`src/rtl/rx_comma_aligner.sv`:
```
// K28.5 comma aligner: finds the comma bit offset in the raw deserializer
// stream, locks onto it and emits aligned 10-bit symbols downstream.
module rx_comma_aligner #(
   parameter int unsigned LOCK_CNT   = 3,
   parameter int unsigned UNLOCK_CNT = 4,
   parameter logic [9:0]  COMMA_P    = 10'b0011111010,
   parameter logic [9:0]  COMMA_N    = 10'b1100000101
) (
   input  logic       rclk,
   input  logic       rrst_n,
   input  logic [9:0] data_in,
   input  logic       data_in_vld,
   output logic [9:0] data_out,
   output logic       data_out_vld,
   output logic       comma_det,
   output logic       locked,
   output logic [3:0] align_off
);

   localparam logic [3:0] LCNT = 4'(LOCK_CNT);
   localparam logic [3:0] UCNT = 4'(UNLOCK_CNT);

   typedef enum logic [1:0] {
      SEARCH,
      CHECK,
      LOCKED
   } state_t;

   state_t     state;
   state_t     state_nx;
   logic [3:0] lcnt;
   logic [3:0] lcnt_nx;
   logic [3:0] ecnt;
   logic [3:0] ecnt_nx;
   logic [3:0] off_nx;
   logic [9:0] prev_word;
   logic       primed;

   logic [19:0] win;
   logic [9:0]  cand [10];
   logic [9:0]  hit;
   logic        any_hit;
   logic        hit_here;
   logic        miss;
   logic [3:0]  hit_k;
   logic [9:0]  sel;
   logic        sel_comma;
   logic [3:0]  lcnt_inc;
   logic [3:0]  ecnt_inc;

   // primed masks the very first word after reset, whose window is half empty
   always_comb begin
      win = {data_in, prev_word};
      for (int k = 0; k < 10; k++) begin
         cand[k] = win[k +: 10];
         hit[k]  = primed &&
                   ((cand[k] == COMMA_P) ||
                    (cand[k] == COMMA_N));
      end
   end

   always_comb begin
      hit_k = 4'd0;
      for (int k = 9; k >= 0; k--) begin
         if (hit[k]) hit_k = 4'(k);
      end
   end

   assign any_hit  = |hit;
   assign hit_here = hit[align_off];
   assign miss     = any_hit & ~hit_here;
   assign lcnt_inc = lcnt + 4'd1;
   assign ecnt_inc = ecnt + 4'd1;

   always_comb begin
      state_nx = state;
      lcnt_nx  = lcnt;
      ecnt_nx  = ecnt;
      off_nx   = align_off;
      if (data_in_vld) begin
         unique case (state)
            SEARCH: begin
               if (any_hit) begin
                  off_nx  = hit_k;
                  lcnt_nx = 4'd1;
                  if (LCNT == 4'd1) begin
                     state_nx = LOCKED;
                     ecnt_nx  = 4'd0;
                  end else begin
                     state_nx = CHECK;
                  end
               end
            end
            CHECK: begin
               unique case (1'b1)
                  hit_here: begin
                     lcnt_nx = lcnt_inc;
                     if (lcnt_inc == LCNT) begin
                        state_nx = LOCKED;
                        ecnt_nx  = 4'd0;
                     end
                  end
                  miss: begin
                     off_nx  = hit_k;
                     lcnt_nx = 4'd1;
                  end
                  default: ;
               endcase
            end
            LOCKED: begin
               // offset is frozen here; only the error count moves
               unique case (1'b1)
                  hit_here: ecnt_nx = 4'd0;
                  miss: begin
                     ecnt_nx = ecnt_inc;
                     if (ecnt_inc == UCNT) begin
                        state_nx = SEARCH;
                     end
                  end
                  default: ;
               endcase
            end
            default: state_nx = SEARCH;
         endcase
      end
   end

   always_comb begin
      sel       = cand[off_nx];
      sel_comma = hit[off_nx];
   end

   always_ff @(posedge rclk or negedge rrst_n) begin
      if (!rrst_n) begin
         state        <= SEARCH;
         lcnt         <= 4'd0;
         ecnt         <= 4'd0;
         align_off    <= 4'd0;
         prev_word    <= 10'd0;
         primed       <= 1'b0;
         data_out     <= 10'd0;
         data_out_vld <= 1'b0;
         comma_det    <= 1'b0;
      end else if (data_in_vld) begin
         state        <= state_nx;
         lcnt         <= lcnt_nx;
         ecnt         <= ecnt_nx;
         align_off    <= off_nx;
         prev_word    <= data_in;
         primed       <= 1'b1;
         data_out     <= sel;
         data_out_vld <= (state_nx == LOCKED);
         comma_det    <= sel_comma;
      end else begin
         data_out_vld <= 1'b0;
      end
   end

   assign locked = (state == LOCKED);

endmodule

```
`config.mk`:
```
export PLATFORM = sky130hd
export DESIGN_NAME = rx_comma_aligner
export DESIGN_NICKNAME = d
export VERILOG_FILES = /design/src/rtl/rx_comma_aligner.sv
export SDC_FILE = /design/constraint.sdc
export NUM_CORES = 1
export LEC_CHECK = 0
export ABC_AREA = 0
export BUFFER_PORTS_ARGS = -buffer_cell sky130_fd_sc_hd__buf_2
export CAP_MARGIN = 15
export CORE_MARGIN = 8
export CORE_UTILIZATION = 30
export CTS_BUF_LIST = sky130_fd_sc_hd__clkbuf_2 sky130_fd_sc_hd__clkbuf_4 sky130_fd_sc_hd__clkbuf_8
export CTS_CLUSTER_DIAMETER = 30
export DETAILED_ROUTE_END_ITERATION = 10
export PLACE_DENSITY = 0.58
export SLEW_MARGIN = 30
export SYNTH_ARGS = -nofsm -noshare
export SYNTH_HDL_FRONTEND = slang
export SYNTH_SLANG_ARGS = --single-unit
```
`constraint.sdc`:
```
create_clock -name rclk -period 4.4 [get_ports rclk]
set_input_delay 0 -clock rclk [delete_from_list [all_inputs] [get_ports rclk]]
set_output_delay 0 -clock rclk [all_outputs]
set_load 0.01 [all_outputs]
```
Word level (Yosys, flattened, before mapping)
Cells that the tools add are included.
Widths: inputs -> output; s select.
{"block": "classes", "add_sub_neg": 2, "magnitude_cmp": 3, "n_eq_ne": 30, "n_mux": 36, "bitwise_logic": 3, "reduce_logical": 26}
{"operator": "$eq 10x10->1 const B", "n": 10}
{"operator": "$eq 10x8->1 const B", "n": 10}
{"operator": "$mux 4", "n": 16}
{"operator": "$bmux 10 s4", "n": 1}
{"operator": "$pmux 4 s2", "n": 5}
{"operator": "$mux 10", "n": 2}
{"operator": "$mux 2", "n": 6}
{"operator": "$logic_and 1x1->1", "n": 10}
{"operator": "$logic_or 1x1->1", "n": 10}
{"operator": "$lt 4x5->1 const B", "n": 2}
{"operator": "$reduce_or 10->1", "n": 1}
{"operator": "$add 4x1->4 const B", "n": 2}
{"operator": "$bmux 1 s4", "n": 2}
{"operator": "$ne 2x2->1 const B", "n": 3}
{"operator": "$pmux 2 s3", "n": 1}
{"operator": "$ge 5x5->1 const B", "n": 1}
{"operator": "$not 4->5", "n": 1}
{"operator": "$reduce_and 5->1", "n": 1}
{"operator": "$eq 2x2->1 const B", "n": 2}
{"operator": "$eq 4x2->1 const B", "n": 1}
{"operator": "$eq 4x3->1 const B", "n": 1}
{"operator": "$reduce_and 4->1", "n": 1}
{"operator": "$reduce_bool 2->1", "n": 2}
{"operator": "$mux 1", "n": 3}
{"operator": "6 further kinds", "n": 6}
{"block": "word_totals", "ff_bits": 37, "in_bits": 13, "output_inout_bits": 17, "word_cells": 109}

Depth between registers and ports, before layout
Gate-level depths: netlist of run 1.
{"block": "logic_depth", "depth_word": 20, "depth_mapped": 13, "depth_no_buf": 11}

Least setup slack after synthesis of run 1
Ideal clock, no wire load.
{"block": "synth_path", "path_kind": "reg2reg", "startpoint": "register prev_word[9]", "endpoint": "register data_out[8]", "setup_time_ns": 0.142, "arrival_ns": 3.185, "t_required_ns": 4.258, "setup_slack_ns": 1.072, "path_stages_with_launch": 14, "path_buffers": 2, "synth_period_minus_slack_ns": 3.328, "cell_sequence": "dfrtp_1 -> buf_2 -> or4b_1 -> nor4_1 -> o21ai_1 -> a211oi_2 -> and3_1 -> o311ai_1 -> and2_1 -> inv_2 -> buf_2 -> mux2_2 -> a22oi_1 -> o221ai_1"}
{"block": "synth_via", "elab_chain_len": 20, "word_cells_on_any_way": 63, "cone_classes": "20 x eq/ne; 19 x mux; 3 x bitwise; 21 x reduce/logical"}
{"element": "start: declaration", "line_no": "36", "rtl": "logic [9:0] prev_word;"}
{"element": "start signal: assignment", "line_no": "149", "rtl": "prev_word <= data_in;"}
{"element": "$eq 10x8->1 / $eq 10x10->1 (equally long branches)", "line_no": "57, 58"}
{"element": "$logic_or 1x1->1", "line_no": "57", "rtl": "((cand[k] == COMMA_P) ||"}
{"element": "$logic_and 1x1->1", "line_no": "56", "rtl": "hit[k] = primed &&"}
{"element": "$mux 4 (10 in series)", "line_no": "65", "rtl": "if (hit[k]) hit_k = 4'(k);"}
{"element": "$mux 4 (on tied branches)", "line_no": "95, 83"}
{"element": "$pmux 4 s2", "line_no": "81", "rtl": "unique case (state)"}
{"element": "$mux 4", "line_no": "80", "rtl": "if (data_in_vld) begin"}
{"element": "$not 4->5 (not written as such)", "line_no": "129", "rtl": "sel = cand[off_nx];"}
{"element": "$bmux 10 s4 (*)", "line_no": "129"}
{"element": "$mux 10 (not written as such) (*) (2 in series)", "line_no": "129"}
{"element": "end signal: assignment", "line_no": "151", "rtl": "data_out <= sel;"}
{"element": "end: declaration", "line_no": "13", "rtl": "output logic [9:0] data_out,"}
Mark *: on every way between the ends. The rest lies on a longest branch, timed or not. The select of a mux whose other input is x is not followed.
A chain may end at the register's enable or synchronous reset.

Worst setup path in the final report of run 1
{"block": "layout_path", "startpoint": "register prev_word[8]", "endpoint": "register data_out[3]"}
{"block": "layout_via", "elab_chain_len": 19, "word_cells_on_any_way": 58, "cone_classes": "18 x eq/ne; 18 x mux; 3 x bitwise; 19 x reduce/logical"}
{"element": "$eq 10x8->1 / $eq 10x10->1 (equally long branches)", "line_no": "57, 58"}
{"element": "$logic_or 1x1->1", "line_no": "57"}
{"element": "$logic_and 1x1->1", "line_no": "56"}
{"element": "$mux 4 (9 in series)", "line_no": "65"}
{"element": "$mux 4 (on tied branches)", "line_no": "95, 83"}
{"element": "$pmux 4 s2", "line_no": "81"}
{"element": "$mux 4", "line_no": "80"}
{"element": "$not 4->5 (not written as such)", "line_no": "129"}
{"element": "$bmux 10 s4 (*)", "line_no": "129"}
{"element": "$mux 10 (not written as such) (*) (2 in series)", "line_no": "129"}
Marked as above.

==> summary.md, run 1 <==
| Metric | Value |
|---|---|
| Status | finished, final reports clean |
| Combinational share of power | 0.502 |
| PwrDens | 444 nW/um2 |
| Min-Delay Path Class | input pin to flip-flop |
| Worst Path Max Fanout | 14 |
| Core ar. | 10700 um2 |
| Layout Nets | 409 |
| Slew HR | 0.404 |
| Fillcell total | 1132 |
| Layout cell share with drive strength beyond 1 | 0.211 |
| Cts bufs inserted | 5 |
| Syn Inst Count | 376 |
| Synthesized Nets | 397 |
| Cell-internal power | between 0.8 and 0.9 mW |
| RSZ-0062 raised after global routing | false |
| Dpl hpwl | 7200 um |
| CTS tree | yes |
| Starting Density | 0.305 |
| Tot GR Track Use | 0.138 |
| Fin crit share | 0.943 |
| CTS H-tree depth | 2 |
| Main flop type after synthesis | dfrtp_1 |
| Vias post-DR | 3196 |
| Crit end category | flip-flop |
| Setup tns final | 0 ns |
| Register area | 926 um2 |
| First-pass DRT Iterations | 7 |
| Setup crit start kind | flip-flop |
| Antenna Cells | 0 |
| Die Span X | 121 um |
| Clk root buf | clkbuf_8 |
| Wire per inst | 19.1 um |
| Peak VDD IR | 0.180 mV |
| IO Pins | 30 |
| Row count | 38 |
| Avg Cell Area, Syn | 8.72 um2 |
| Antenna violations before repair | 0 |
| Period minus WS final | approximately 4.1 ns |
| R2R depth | 11 |
| Post-CTS Resized | 0 |
| Detailed Route WL | 10100 um |
| ANT nets after route | 0 |
| GPL Wtd Cong | 0.938 |
| Port Buf Inserts | 29 |
| Dpl ws | 0.424 ns |
| YS warnings | 0 |
| # DRC | 0 |
| Setup violations, final | 0 |
| Clk Latency, worst-skew pair | approximately 0.3 ns |
| P_sw | roughly 0.71 mW |
| Setup slack after layout | 0.250 ns |
| Sequential share of power | 0.336 |
| Cells on Worst Hold Path | 2 |
| Area of the multi-input gates | 2160 um2 |
| #FFs+latches synth | 37 |
| Clock Sinks | 37 |
| CTS Buffer Depth | 2 |
| Sw frac | 0.447 |
| Worst EP arrival | 4.32 ns |
| Clock group share of total power | 0.162 |
| Tightest Pin Transition | a little under 0.9 ns |
| Maximum clock frequency | 241 MHz |
| FFs w/ async S/R, synth | 1.00 |
| Number of global-route vias before repair | between 3000 and 4000 |
| Cell area after synthesis | ~3300 um2 |
| Final Skew | approximately 0.0087 ns |
| First-pass GRT wire length | 16300 um |
| Sequential area share after synthesis | 0.283 |
| Die area | around 15000 um2 |
| Post-CTS setup buffers | 0 |
| Number of synthesized flops with an enable pin | 0 |
| WP data required | about 4.6 ns |
| Power Total | 1.60 mW |
| Maxcap violations | 0 |
| DR vias/cell | 6.05 |
| Leak Pwr | 1.48 nW |
| Clk slew on worst S/H paths | 0.09 ns |
| Setup Crit Path Kind | flip-flop to flip-flop |
| Largest net degree at the start of global routing | 38 |
| Area delta synth->final | 9.85% |
| Chip height | 121 um |
| Distinct cell type count after synthesis | 78 |
| Fin. max-slew vios | 0 |
| DRT iter0 DRCs | 377 |
| Final Hold Viols | 0 |
| GRT overflow | 0 |
cell families after synthesis:
family,after synthesis,share of synthesized area
AND/OR/NAND/NOR,147,0.278
AO/OA/AOI/OAI,102,0.226
buffers and inverters,44,0.0584
flip-flops,37,0.283
multiplexers,36,0.119
adder cells (fa/ha/maj),8,0.0305
XOR/XNOR,2,0.00535
power by group through the flow:
stage	clock network, mW	registers [mW]	logic (mW)
2_1_floorplan	0	0.512	0.585
3_3_place_gp	0	0.537	0.785
3_5_place_dp	0	0.540	0.787
4_1_cts	0.268	0.533	0.795
5_1_grt	0.285	0.547	0.876
6_report	0.259	0.537	0.803
state kept, by name (all words and copies together) (netlist names), 2 cells and up:
| signal | flops |
|---|---|
| state | 2 |
| data_out | 10 |
| align_off | 4 |
| prev_word | 10 |
| lcnt | 4 |
| ecnt | 4 |
cell usage after synthesis, types with 5 or more instances:
cell,instances,share of area
a21o_1,5,0.011
a21oi_1,8,0.012
a22oi_1,12,0.027
a31oi_1,5,0.0095
and3_1,8,0.015
buf_2,8,0.012
clkbuf_1,15,0.017
dfrtp_1,37,0.28
ha_1,8,0.031
inv_1,13,0.015
mux2_2,24,0.082
mux2i_1,12,0.037
nand2_1,26,0.030
nand3_1,22,0.034
nand4_1,7,0.013
nand4b_1,8,0.021
nor2_1,20,0.023
o211ai_1,5,0.011
o21ai_0,21,0.032
o221ai_1,5,0.013
or3_1,6,0.011
path summary, 6_finish.rpt:
check / end / start / slack, ns
hold / removal: prev_word[7]$_DFFE_PN0P_ / data_in[7] / 0.04
setup / recovery: data_out[3]$_DFFE_PN0P_ / prev_word[8]$_DFFE_PN0P_ / 0.25
hold reg to reg: data_out[9]$_DFFE_PN0P_ / data_out[9]$_DFFE_PN0P_ / 0.55
setup reg to reg: data_out[3]$_DFFE_PN0P_ / prev_word[8]$_DFFE_PN0P_ / 0.25
max in group asynchronous: align_off[2]$_DFFE_PN0P_ / rrst_n / 3.82
min in group asynchronous: ecnt[2]$_DFFE_PN0P_ / rrst_n / 0.20
critical path: stages, from the launching register on:
cell and delay (ns):
dfrtp_1 0.57, nor4b_1 0.60, nand3_1 0.17, o221a_2 0.27, o21ai_0 0.43, nand3_1 0.32, and3_1 0.30, nor3_4 0.44
inv_2 0.21, mux2_2 0.34, mux2i_1 0.22, o221ai_1 0.16
repair_timing:
item                                    CTS  global route
endpoints found under the setup margin    0             0
hold buffers                              3             0
hold endpoints to repair                 39             0
routing by layer:
| layer | vias to the layer above | share of wire | global-route usage |
|---|---|---|---|
| met3 | 16 | 0.067 | 0.0266 |
| met2 | 149 | 0.47 | 0.218 |
| met4 | 0 | 0.016 | 0.0429 |
| li1 | 1466 | - | - |
| met1 | 1565 | 0.45 | 0.186 |
| met5 | - | 0 | 0 |
placed cells by master, fill, tap and decap left out, types with 4 or more instances in the layout:
| cell | n |
|---|---|
| clkbuf_8 | 6 |
| nor2_1 | 20 |
| o21ai_1 | 4 |
| a21oi_1 | 8 |
| o221ai_1 | 5 |
| nor3_1 | 4 |
| or3_1 | 6 |
| or2_2 | 4 |
| dfrtp_1 | 37 |
| nand4_1 | 7 |
| o211ai_1 | 5 |
| ha_1 | 8 |
| a31oi_1 | 5 |
| o31ai_1 | 4 |
| nand4b_1 | 8 |
| nand2_1 | 26 |
| inv_1 | 13 |
| a22oi_1 | 12 |
| a21o_1 | 5 |
| o21ai_0 | 21 |
| and3_1 | 8 |
| mux2_2 | 24 |
| nand3_1 | 22 |
| buf_2 | 28 |
| nand2b_1 | 4 |
| mux2i_1 | 12 |
| a211o_1 | 4 |
metrics by stage:
stage               utilization  area, um2  hold slack [ns]  std cells
detailed placement        0.324       3480            0.182        518
global placement          0.324       3480            0.177        518
CTS                       0.335       3600           0.0381        528
finish                    0.335       3600           0.0434        528
global route              0.335       3600           0.0453        528
floorplan                     -       3280           -0.296        376
final cells by class:
type,count,area share
sequential,37,0.257
multi-input combinational,295,0.600
timing repair buffer,34,0.0535
clock buffer,6,0.0229
tap,140,0.0487
clock inverter,1,0.00209
inverter,15,0.0156
Power figures use the tool's default switching activity.
==> run 2, diff against run 1 <==
--- a/config.mk
+++ b/config.mk
@@ -6,15 +6,15 @@
 export NUM_CORES = 1
 export LEC_CHECK = 0
 export ABC_AREA = 0
-export BUFFER_PORTS_ARGS = -buffer_cell sky130_fd_sc_hd__buf_2
 export CAP_MARGIN = 15
 export CORE_MARGIN = 8
 export CORE_UTILIZATION = 30
 export CTS_BUF_LIST = sky130_fd_sc_hd__clkbuf_2 sky130_fd_sc_hd__clkbuf_4 sky130_fd_sc_hd__clkbuf_8
 export CTS_CLUSTER_DIAMETER = 30
 export DETAILED_ROUTE_END_ITERATION = 10
-export PLACE_DENSITY = 0.58
-export SLEW_MARGIN = 30
+export DONT_BUFFER_PORTS = 1
+export PLACE_DENSITY = 0.56
+export SLEW_MARGIN = 10
 export SYNTH_ARGS = -nofsm -noshare
 export SYNTH_HDL_FRONTEND = slang
 export SYNTH_SLANG_ARGS = --single-unit
==> run 2 against run 1 <==
Sequential share of layout area increased by 0.054 points. Cell count shrank 3.4%. Flip-flop and latch count did not move. Via count decreased by 2.1%. Utilization shrank 0.070 points. Non-clock buffer count decreased by 19. Global-route usage grew 0.44 points. Maximum frequency rose by 3.7%. Design area decreased by 0.21%. First-iteration DRC count down 11%. Register-to-register slack improved by 0.15 ns.
==> summary.md, run 2 (synthesis gave the netlist of run 1 again) <==
| Metric | Value |
|---|---|
| CP Buf/Inv Count | 1 |
| Vias post-DR | between 3000 and 4000 |
| Die Span X | approximately 120 um |
| Setup violations, final | 0 |
| CTS tree | yes |
| Clk slew on worst S/H paths | approximately 0.080 ns |
| Power Total | 1.60 mW |
| Worst EP arrival | 4.17 ns |
| Fillcell total | 1154 |
| WP data required | 4.57 ns |
| Clock Sinks | 37 |
| IO Pins | 30 |
| Leak Pwr | around 1.4 nW |
| Final Hold Viols | 0 |
| Most common cell after layout, fill and taps aside | dfrtp_1 |
| Maximum clock frequency | 250 MHz |
| Post-CTS setup buffers | 0 |
| Final Skew | 0.00929 ns |
| Antenna Cells | 0 |
| Min-Delay Path Class | input pin to flip-flop |
| Setup crit start kind | flip-flop |
| Die area | roughly 15000 um2 |
| GPL Wtd Cong | roughly 0.87 |
| Tightest Pin Transition | 0.814 ns |
| Detailed Route WL | a little over 10000 um |
| Fin. max-slew vios | 0 |
| Slew HR | 0.443 |
| PwrDens | 446 nW/um2 |
| Tot GR Track Use | 0.142 |
| Core ar. | about 11000 um2 |
| RSZ-0062 raised after global routing | false |
| First-pass GRT wire length | 16800 um |
| Fin crit share | 0.909 |
| Cts bufs inserted | 5 |
| Cell Chain, Critical Path | or4bb_1 > o31ai_1 > or2_2 > o31ai_2 > a21o_1 > nor3_4 > inv_2 > mux2_2 > mux2i_1 > o221ai_1 |
| Post-CTS Resized | 0 |
| Peak VDD IR | between 0.15 and 0.2 mV |
| Clk Latency, worst-skew pair | approximately 0.31 ns |
| Crit end category | flip-flop |
| CTS Buffer Depth | 2 |
| P_sw | 0.688 mW |
| Port Buf Inserts | 0 |
| Largest net degree at the start of global routing | 38 |
| Wire per inst | 20.1 um |
| Area delta synth->final | 9.62% |
| CP max-delay cell | dfrtp_1 |
| Worst Path Max Fanout | 14 |
| Dpl hpwl | 7220 um |
| Most frequent cells in the layout | 37 x dfrtp_1, 26 x nand2_1, 24 x mux2_2, 22 x nand3_1, 21 x o21ai_0 |
| DRT iter0 DRCs | 335 |
| Maxcap violations | 0 |
| GRT overflow | 0 |
| CP peak stage delay | 0.64 ns |
| Chip height | 121 um |
| Sw frac | 0.430 |
| Combinational share of power | 0.434 |
| Starting Density | 0.305 |
| Clk root buf | clkbuf_8 |
| Layout Nets | 390 |
| Register area | 926 um2 |
| ANT nets after route | 0 |
| Clock group share of total power | 0.206 |
| Status | finished, final reports clean |
| First-pass DRT Iterations | 5 |
| Antenna violations before repair | 0 |
| Cell-internal power | 0.914 mW |
| Sequential share of power | 0.361 |
| Period minus WS final | 4.00 ns |
| # DRC | 0 |
| Area of the multi-input gates | 2160 um2 |
| Row count | 38 |
| Largest registers | data_out: 10 flops, prev_word: 10 flops |
| DR vias/cell | between 6 and 7 |
| Number of global-route vias before repair | 2999 |
| Cell family with most CP delay | simple AND/OR/NAND/NOR gates |
| Setup tns final | 0 ns |
| Setup Crit Path Kind | flip-flop to flip-flop |
| Layout cell share with drive strength beyond 1 | 0.149 |
| CTS H-tree depth | 2 |
run 2: routing by layer:
layer  vias up  track usage  part of all wire
met5         -            0                 0
met3        23       0.0382             0.073
li1       1437            -                 -
met4         0       0.0390             0.019
met2       127        0.226              0.45
met1      1543        0.186              0.45
run 2: power by group through the flow:
| stage | Sequential (mW) | Combinational, mW | Clock [mW] |
|---|---|---|---|
| after floorplan | 0.512 | 0.585 | 0 |
| after global placement | 0.586 | 0.660 | 0 |
| after detailed placement | 0.587 | 0.661 | 0 |
| after CTS | 0.581 | 0.688 | 0.336 |
| after global routing | 0.596 | 0.770 | 0.351 |
| final | 0.578 | 0.694 | 0.329 |
run 2: area by class of cell:
class / count / share of cell area
sequential: 37 / 0.258
tap: 140 / 0.0488
timing repair buffer: 15 / 0.0432
inverter: 15 / 0.0157
clock inverter: 1 / 0.00836
multi-input combinational: 295 / 0.601
clock buffer: 7 / 0.0251
run 2: path summary, 6_finish.rpt:
check | slack (ns) | endpoint | cells after the start | from
max in group asynchronous | 4.00 | prev_word[6]$_DFFE_PN0P_ | 2 | rrst_n
max | 0.40 | data_out[3]$_DFFE_PN0P_ | 10 | prev_word[8]$_DFFE_PN0P_
min | 0.01 | data_out[1]$_DFFE_PN0P_ | 3 | data_in[0]
min reg2reg | 0.58 | ecnt[0]$_DFFE_PN0P_ | 1 | ecnt[0]$_DFFE_PN0P_
max reg2reg | 0.40 | data_out[3]$_DFFE_PN0P_ | 10 | prev_word[8]$_DFFE_PN0P_
min in group asynchronous | 0.19 | state[0]$_DFFE_PN0P_ | 2 | rrst_n
run 2: metrics by stage:
| stage | utilization | area (um2) | hold WS (ns) | instances | setup slack [ns] |
|---|---|---|---|---|---|
| 2_1_floorplan | - | 3280 | -0.296 | 376 | 1.07 |
| 3_3_place_gp | 0.310 | 3330 | -0.293 | 489 | 0.473 |
| 3_5_place_dp | 0.310 | 3330 | -0.293 | 489 | 0.472 |
| 4_1_cts | 0.334 | 3590 | 0.00679 | 510 | 0.500 |
| 5_1_grt | 0.334 | 3590 | 0.00724 | 510 | 0.133 |
| 6_report | 0.334 | 3590 | 0.0118 | 510 | 0.399 |
run 2: timing repair:
item                                   CTS  global route
setup endpoints to repair                0             0
endpoints found under the hold margin   53             0
hold buffers                            13             0
run 2: worst min-delay path, delay by kind of cell:
| family | cells | cell delay, ns |
|---|---|---|
| compound gates | 2 | 0.14 |
| mux | 1 | 0.15 |
